==> src/rtl/spi_reg_pkg.sv <==
// Shared types and constants for the SPI command sequencer.
package spi_reg_pkg;
  localparam int ADDR_W     = 7;
  localparam int CMD_RW_BIT = 7;
  localparam logic [7:0] DEF_STATUS_BYTE = 8'hA5;

  typedef enum logic [2:0] {IDLE, CMD, FETCH, WAITRD, DATA} state_e;
endpackage

==> src/rtl/spi_reg_ctrl_if.sv <==
// Byte-wide register bank bus driven by the SPI command sequencer.
interface spi_reg_ctrl_if;
  import spi_reg_pkg::*;
  logic [ADDR_W-1:0] reg_addr;
  logic [7:0]        reg_wdata;
  logic              reg_we;
  logic              reg_re;
  logic [7:0]        reg_rdata;

  modport master (output reg_addr, reg_wdata, reg_we, reg_re, input reg_rdata);
  modport slave  (input reg_addr, reg_wdata, reg_we, reg_re, output reg_rdata);
endinterface

==> src/rtl/spi_cs_sync.sv <==
// Two-flop synchronizer for the pad chip select, with frame start/end pulses.
module spi_cs_sync (
  input  logic clk,
  input  logic resetn,
  input  logic cs_n_raw,
  output logic cs_s,
  output logic cs_fall,
  output logic cs_rise
);
  logic meta_q, sync_q, dly_q;

  // All stages reset high so a low CS at reset release reads as a fresh frame start.
  always_ff @(posedge clk) begin
    if (!resetn) begin
      meta_q <= 1'b1;
      sync_q <= 1'b1;
      dly_q  <= 1'b1;
    end else begin
      meta_q <= cs_n_raw;
      sync_q <= meta_q;
      dly_q  <= sync_q;
    end
  end

  assign cs_s    = sync_q;
  assign cs_fall = dly_q & ~sync_q;
  assign cs_rise = ~dly_q & sync_q;
endmodule

==> src/rtl/spi_reg_ctrl.sv <==
// Decodes the first byte of each CS-low frame as a command, then streams bytes
// to/from the register bank with an auto-incrementing address.
module spi_reg_ctrl
  import spi_reg_pkg::*;
#(
  parameter int         NUM_REGS    = 16,
  parameter logic [7:0] STATUS_BYTE = DEF_STATUS_BYTE
) (
  input  logic          clk,
  input  logic          resetn,
  input  logic          SPI_CS,
  input  logic          Rx_DV,
  input  logic [7:0]    Rx_Byte,
  output logic [7:0]    Tx_Byte,
  output logic          frame_busy,
  output logic          err,
  spi_reg_ctrl_if.master bus
);
  localparam logic [ADDR_W:0] NREGS = (ADDR_W+1)'(NUM_REGS);

  function automatic logic in_range(input logic [ADDR_W-1:0] a);
    return {1'b0, a} < NREGS;
  endfunction

  logic cs_s, cs_fall, cs_rise;

  spi_cs_sync u_cs_sync (
    .clk      (clk),
    .resetn   (resetn),
    .cs_n_raw (SPI_CS),
    .cs_s     (cs_s),
    .cs_fall  (cs_fall),
    .cs_rise  (cs_rise)
  );

  state_e            state_q, state_d;
  logic [ADDR_W-1:0] addr_q, addr_d;
  logic              rw_q, rw_d;
  logic [7:0]        tx_q, tx_d;
  logic [ADDR_W-1:0] reg_addr_q, reg_addr_d;
  logic [7:0]        wdata_q, wdata_d;
  logic              we_q, we_d;
  logic              re_q, re_d;
  logic              err_q, err_d;
  logic              busy_q, busy_d;

  always_comb begin
    state_d    = state_q;
    addr_d     = addr_q;
    rw_d       = rw_q;
    tx_d       = tx_q;
    reg_addr_d = reg_addr_q;
    wdata_d    = wdata_q;
    we_d       = 1'b0;
    re_d       = 1'b0;
    err_d      = err_q;
    busy_d     = ~cs_s;
    case (state_q)
      IDLE: begin
        tx_d = STATUS_BYTE;
        if (cs_fall) begin
          err_d   = 1'b0;
          state_d = CMD;
        end
      end
      // Read strobe is launched on entry so it is high while the FSM sits in FETCH.
      CMD: if (Rx_DV) begin
        addr_d = Rx_Byte[ADDR_W-1:0];
        rw_d   = Rx_Byte[CMD_RW_BIT];
        if (Rx_Byte[CMD_RW_BIT]) begin
          state_d = DATA;
        end else begin
          state_d    = FETCH;
          re_d       = 1'b1;
          reg_addr_d = Rx_Byte[ADDR_W-1:0];
        end
      end
      FETCH: state_d = WAITRD;
      WAITRD: begin
        if (in_range(addr_q)) begin
          tx_d = bus.reg_rdata;
        end else begin
          tx_d  = 8'h00;
          err_d = 1'b1;
        end
        state_d = DATA;
      end
      DATA: if (Rx_DV) begin
        addr_d = addr_q + 1'b1;
        if (rw_q) begin
          if (in_range(addr_q)) begin
            we_d       = 1'b1;
            reg_addr_d = addr_q;
            wdata_d    = Rx_Byte;
          end else begin
            err_d = 1'b1;
          end
        end else begin
          state_d    = FETCH;
          re_d       = 1'b1;
          reg_addr_d = addr_q + 1'b1;
        end
      end
      default: state_d = IDLE;
    endcase
    // Frame end wins over everything except a write for a byte landing this cycle.
    if (cs_rise) begin
      state_d = IDLE;
      re_d    = 1'b0;
      tx_d    = STATUS_BYTE;
      if (state_q == WAITRD) err_d = err_q;
    end
  end

  always_ff @(posedge clk) begin
    if (!resetn) begin
      state_q    <= IDLE;
      addr_q     <= '0;
      rw_q       <= 1'b0;
      tx_q       <= STATUS_BYTE;
      reg_addr_q <= '0;
      wdata_q    <= '0;
      we_q       <= 1'b0;
      re_q       <= 1'b0;
      err_q      <= 1'b0;
      busy_q     <= 1'b0;
    end else begin
      state_q    <= state_d;
      addr_q     <= addr_d;
      rw_q       <= rw_d;
      tx_q       <= tx_d;
      reg_addr_q <= reg_addr_d;
      wdata_q    <= wdata_d;
      we_q       <= we_d;
      re_q       <= re_d;
      err_q      <= err_d;
      busy_q     <= busy_d;
    end
  end

  assign Tx_Byte       = tx_q;
  assign frame_busy    = busy_q;
  assign err           = err_q;
  assign bus.reg_addr  = reg_addr_q;
  assign bus.reg_wdata = wdata_q;
  assign bus.reg_we    = we_q;
  assign bus.reg_re    = re_q;
endmodule

==> src/flat_wrapper.sv <==
// flat-port wrapper written by rule: the top's interface ports become plain ports
module spi_reg_ctrl_flat import spi_reg_pkg::*;
#(
  parameter int         NUM_REGS    = 16,
  parameter logic [7:0] STATUS_BYTE = DEF_STATUS_BYTE
)
  (clk, resetn, SPI_CS, Rx_DV, Rx_Byte, Tx_Byte, frame_busy, err, bus_reg_addr, bus_reg_wdata, bus_reg_we, bus_reg_re, bus_reg_rdata);
  spi_reg_ctrl_if bus_i ();
  input  logic clk;
  input  logic resetn;
  input  logic SPI_CS;
  input  logic Rx_DV;
  input  logic [7:0] Rx_Byte;
  output logic [7:0] Tx_Byte;
  output logic frame_busy;
  output logic err;
  output wire logic [$bits(bus_i.reg_addr)-1:0] bus_reg_addr;
  output wire logic [$bits(bus_i.reg_wdata)-1:0] bus_reg_wdata;
  output wire logic [$bits(bus_i.reg_we)-1:0] bus_reg_we;
  output wire logic [$bits(bus_i.reg_re)-1:0] bus_reg_re;
  input wire logic [$bits(bus_i.reg_rdata)-1:0] bus_reg_rdata;
  assign bus_reg_addr = bus_i.reg_addr;
  assign bus_reg_wdata = bus_i.reg_wdata;
  assign bus_reg_we = bus_i.reg_we;
  assign bus_reg_re = bus_i.reg_re;
  assign bus_i.reg_rdata = bus_reg_rdata;
  spi_reg_ctrl #(.NUM_REGS(NUM_REGS), .STATUS_BYTE(STATUS_BYTE)) u_core (.clk(clk), .resetn(resetn), .SPI_CS(SPI_CS), .Rx_DV(Rx_DV), .Rx_Byte(Rx_Byte), .Tx_Byte(Tx_Byte), .frame_busy(frame_busy), .err(err), .bus(bus_i));
endmodule
==> config.mk <==
export PLATFORM = sky130hd
export DESIGN_NAME = spi_reg_ctrl_flat
export DESIGN_NICKNAME = d
export VERILOG_FILES = /design/src/rtl/spi_reg_pkg.sv /design/src/rtl/spi_reg_ctrl_if.sv /design/src/rtl/spi_cs_sync.sv /design/src/rtl/spi_reg_ctrl.sv /design/src/flat_wrapper.sv
export SDC_FILE = /design/constraint.sdc
export NUM_CORES = 1
export LEC_CHECK = 0
export CORE_MARGIN = 5
export CORE_UTILIZATION = 45
export CTS_CLUSTER_SIZE = 25
export DETAILED_ROUTE_END_ITERATION = 7
export PLACE_DENSITY_LB_ADDON = 0.15
export SLEW_MARGIN = 30
export SYNTH_ARGS = -nofsm -noshare
export SYNTH_HDL_FRONTEND = slang
export SYNTH_HIERARCHICAL = 1
export SYNTH_SLANG_ARGS = --single-unit
==> constraint.sdc <==
create_clock -name clk -period 2.1 [get_ports clk]
set_input_delay 0.42 -clock clk [delete_from_list [all_inputs] [get_ports clk]]
set_output_delay 0.42 -clock clk [all_outputs]
set_load 0.02 [all_outputs]
==> summary.txt <==
Timing
  – TNS Setup: 0 ps
  – Maximum clock rate: 0.5454 GHz
  – Setup WS post-layout: 266.6 ps
  – Clock Skew: 7.091 ps
  – Final hold vios: 0
  – Final critical-path share of the clock period: 0.8730
  – Crit path time final: roughly 1800 ps
  – RSZ-0062 raised after global routing: false
  – Final Max Slew Viols: 0
  – Worst-margin pin slew: 568.6 ps
  – Slew HR: 0.6180
  – Final setup vio count: 0

Global routing
  – Met3 Usage GRT: 0.04846
  – Largest net degree at the start of global routing: 20
  – First-pass GRT wire length: 8431 µm
  – Overall Global Routing Usage: 0.1739
  – GRT met1 Usage: 0.2551
  – Gr busiest metal: met1
  – Initial antenna violation count: 0
  – Vias in the first global route: 1,690
  – Grt total ovfl: 0
  – Met2 usage: 0.2423

Logic synthesis
  – Mapped Cells: 233
  – Number of synthesized register bits: ~40
  – Post-synth EDFFs: 0
  – Syn nets: 254
  – Mean Syn Cell Area: ~8.5 µm²
  – Ys flop type: dfxtp_1
  – Yosys warns: 6
  – Ys async rst share: 0
  – Area of the mapped netlist: 1971 µm²
  – Synth cell types: 41
  – Sequential-to-total area share from yosys stat: 0.4165

Floorplan
  – Die height: 76.18 µm
  – Ports: 47
  – Core box area: 4294 µm²
  – Chip width: 76.18 µm
  – Std cell rows: 24
  – Initial core utilization: 0.4589
  – Full die area: 5803 µm²

Clock tree
  – Post-CTS setup buffers: 0
  – CTS sink cnt: 41
  – Hold buffer count at cts: 0
  – CTS tree: yes
  – Clk_lat worst skew: 290 ps
  – CTS Buf Count: 5
  – Root Buffer: clkbuf_8
  – Worst-path clk slew: roughly 80 ps
  – H-tree Lvls: 2
  – Number of gates resized after CTS: 0
  – Clock tree buffer depth: 2

Final layout
  – Final Non-Filler Cells: ~340
  – Commonest non-fill, non-tap cell in the layout: clkdlybuf4s50_1
  – Ant diodes: 0
  – Share of cells above drive strength 1: 0.1010
  – Commonest cells after routing, fill and taps aside: clkdlybuf4s50_1, dfxtp_1, nor2_1, o21ai_0, a21oi_1
  – # fillers: 382
  – Nets: 307
  – Layout area overhead: 36.51%

Critical path
  – RR Startpoint: u_core/state_q[0]
  – Critical path's largest stage delay: 450 ps
  – Crit Path Max Fanout: 14
  – CP Capture Type: flip-flop
  – CP Class: in2reg
  – Worst setup SP type: input port
  – WP data arrival: 2040 ps
  – Slowest cell on the critical path: or3b_1
  – Flop2flop setup slack: 280 ps
  – Reg2reg path depth: 5
  – Worst r2r dst: u_core/addr_q[6]
  – Cell Chain, Critical Path: clkdlybuf4s50_1 > or3b_1 > a221oi_4 > buf_12 > nor2_1 > a311oi_1
  – Worst Path Required: about 2300 ps

Power and ir drop
  – Sequential share of power: 0.466
  – Power Dens Cells: 639.4 nW/µm²
  – LEAKAGE: between 0.9 and 1 nW
  – Int Power: 1.349 mW
  – Combinational share of power: 0.098
  – Peak VDD IR: 0.0005025 V
  – Sw Pwr: ~370 µW
  – Switch share: 0.2158
  – Power share of the clock group: 0.436

Hold path
  – Min-Delay Endpoint: u_core/u_cs_sync/cs_s
  – Min-delay src: u_core/u_cs_sync/meta_q
  – Hold crit path type: reg2reg
  – WHS Path Cells: 1

Routing
  – Vias: 1,835
  – First DRT Iteration DRCs: 114
  – Detail Route Antenna Nets: 0
  – DRT Wirelength: between 4000 and 5000 µm
  – Avg WL per Cell: 14.60 µm
  – First-pass detailed-route iteration total: 4
  – DRC violations left: 0
  – Vias per cell: 5.413

Place
  – I/O Buffers: 46
  – Placed cell count: 331
  – Post-DP HPWL: 3556 µm
  – Routability cong.: 0.8648
  – Pre-CTS setup slack: -27.35 ps

Job
  – Number of max-cap violations: 0

Status
  – Status: finished clean
==> final cells by class <==
| cell class | instances | area (µm²) | share of cell area |
|---|---|---|---|
| tap | 52 | 65.06 | 0.02419 |
| clock inverter | 3 | 65.06 | 0.02419 |
| sequential | 41 | 820.8 | 0.3051 |
| inverter | 3 | 11.26 | 0.004186 |
| multi-input combinational | 174 | 1061 | 0.3944 |
| timing repair buffer | 61 | 598.1 | 0.2223 |
| clock buffer | 5 | 68.82 | 0.02558 |
==> critical path: cells and delay by family <==
kind	cells	cell delay, ps
buf+inv	2	580
compound gates	2	540
simple gates	2	500
==> cells in the mapped netlist, drive strengths merged, types with 3 or more instances <==
cell,instances,share of area
inv,3,0.0057
nor3,9,0.023
o22ai,4,0.013
dfxtp,41,0.42
a21oi,17,0.043
o211ai,3,0.011
xnor2,3,0.013
o21ai,20,0.051
nor2,30,0.057
buf,8,0.026
o21a,6,0.023
nor4,3,0.0095
nand2b,12,0.038
and2,6,0.019
nand3,4,0.010
clkbuf,7,0.013
nor3b,3,0.011
mux2i,10,0.051
a311oi,4,0.018
a22oi,4,0.015
nand2,13,0.025
==> cells by family after synthesis <==
kind of cell,count (synthesis),synth area share
and+or+nand+nor,90,0.2343
muxes,11,0.05651
AOI/OAI and AO/OA,69,0.2279
adders and majority gates,1,0.006348
xor gates and xnor gates,3,0.01334
DFF,41,0.4165
buffers and inverters,18,0.04508
==> flip-flops by register name, indices dropped and copies added (netlist names), 3 cells and up <==
| name | cells |
|---|---|
| u_core/Tx_Byte | 8 |
| u_core/state_q | 3 |
| u_core/addr_q | 7 |
| u_core/bus.reg_addr | 7 |
| u_core/bus.reg_wdata | 8 |
==> stage by stage <==
stage                     power [mW]  utilization  hold WS (ps)  cell area, µm²
after floorplan               0.9032            -         386.3            1971
after global placement        0.9871       0.5953         389.2            2556
final                          1.720       0.6265         417.3            2690
after detailed placement      0.9880       0.5953         405.1            2556
after CTS                      1.747       0.6265         423.4            2690
after global routing           1.790       0.6265         448.0            2690
==> power by group through the flow <==
| stage | clock [mW] | sequential [mW] | combinational, mW |
|---|---|---|---|
| 2_1_floorplan | 0 | 0.820 | 0.0828 |
| 4_1_cts | 0.776 | 0.801 | 0.169 |
| 3_3_place_gp | 0 | 0.819 | 0.168 |
| 6_report | 0.750 | 0.802 | 0.169 |
| 5_1_grt | 0.801 | 0.804 | 0.185 |
| 3_5_place_dp | 0 | 0.820 | 0.168 |
==> routing by layer <==
| layer | wire length (µm) | up-vias |
|---|---|---|
| li1 | - | 938 |
| met1 | 2378 | 834 |
| met2 | 2186 | 61 |
| met3 | 364 | 2 |
| met4 | 19 | 0 |
| met5 | 0 | - |
==> how the worst max path moves through the flow <==
| stage | from | slack [ps] | cells past startpoint | end |
|---|---|---|---|---|
| 3_3_place_gp | Rx_Byte[7] | -2 | 6 | u_core/bus.reg_addr[0] |
| 6_report | Rx_Byte[7] | 270 | 6 | u_core/bus.reg_addr[0] |
| 3_5_place_dp | Rx_Byte[7] | -30 | 6 | u_core/bus.reg_addr[0] |
| 5_1_grt | u_core/state_q[0] | 200 | 6 | u_core/addr_q[5] |
| 4_1_cts | Rx_Byte[7] | 280 | 6 | u_core/bus.reg_addr[0] |
| 2_1_floorplan | Rx_Byte[7] | 480 | 5 | u_core/bus.reg_addr[3] |
Power figures use the tool's default switching activity.
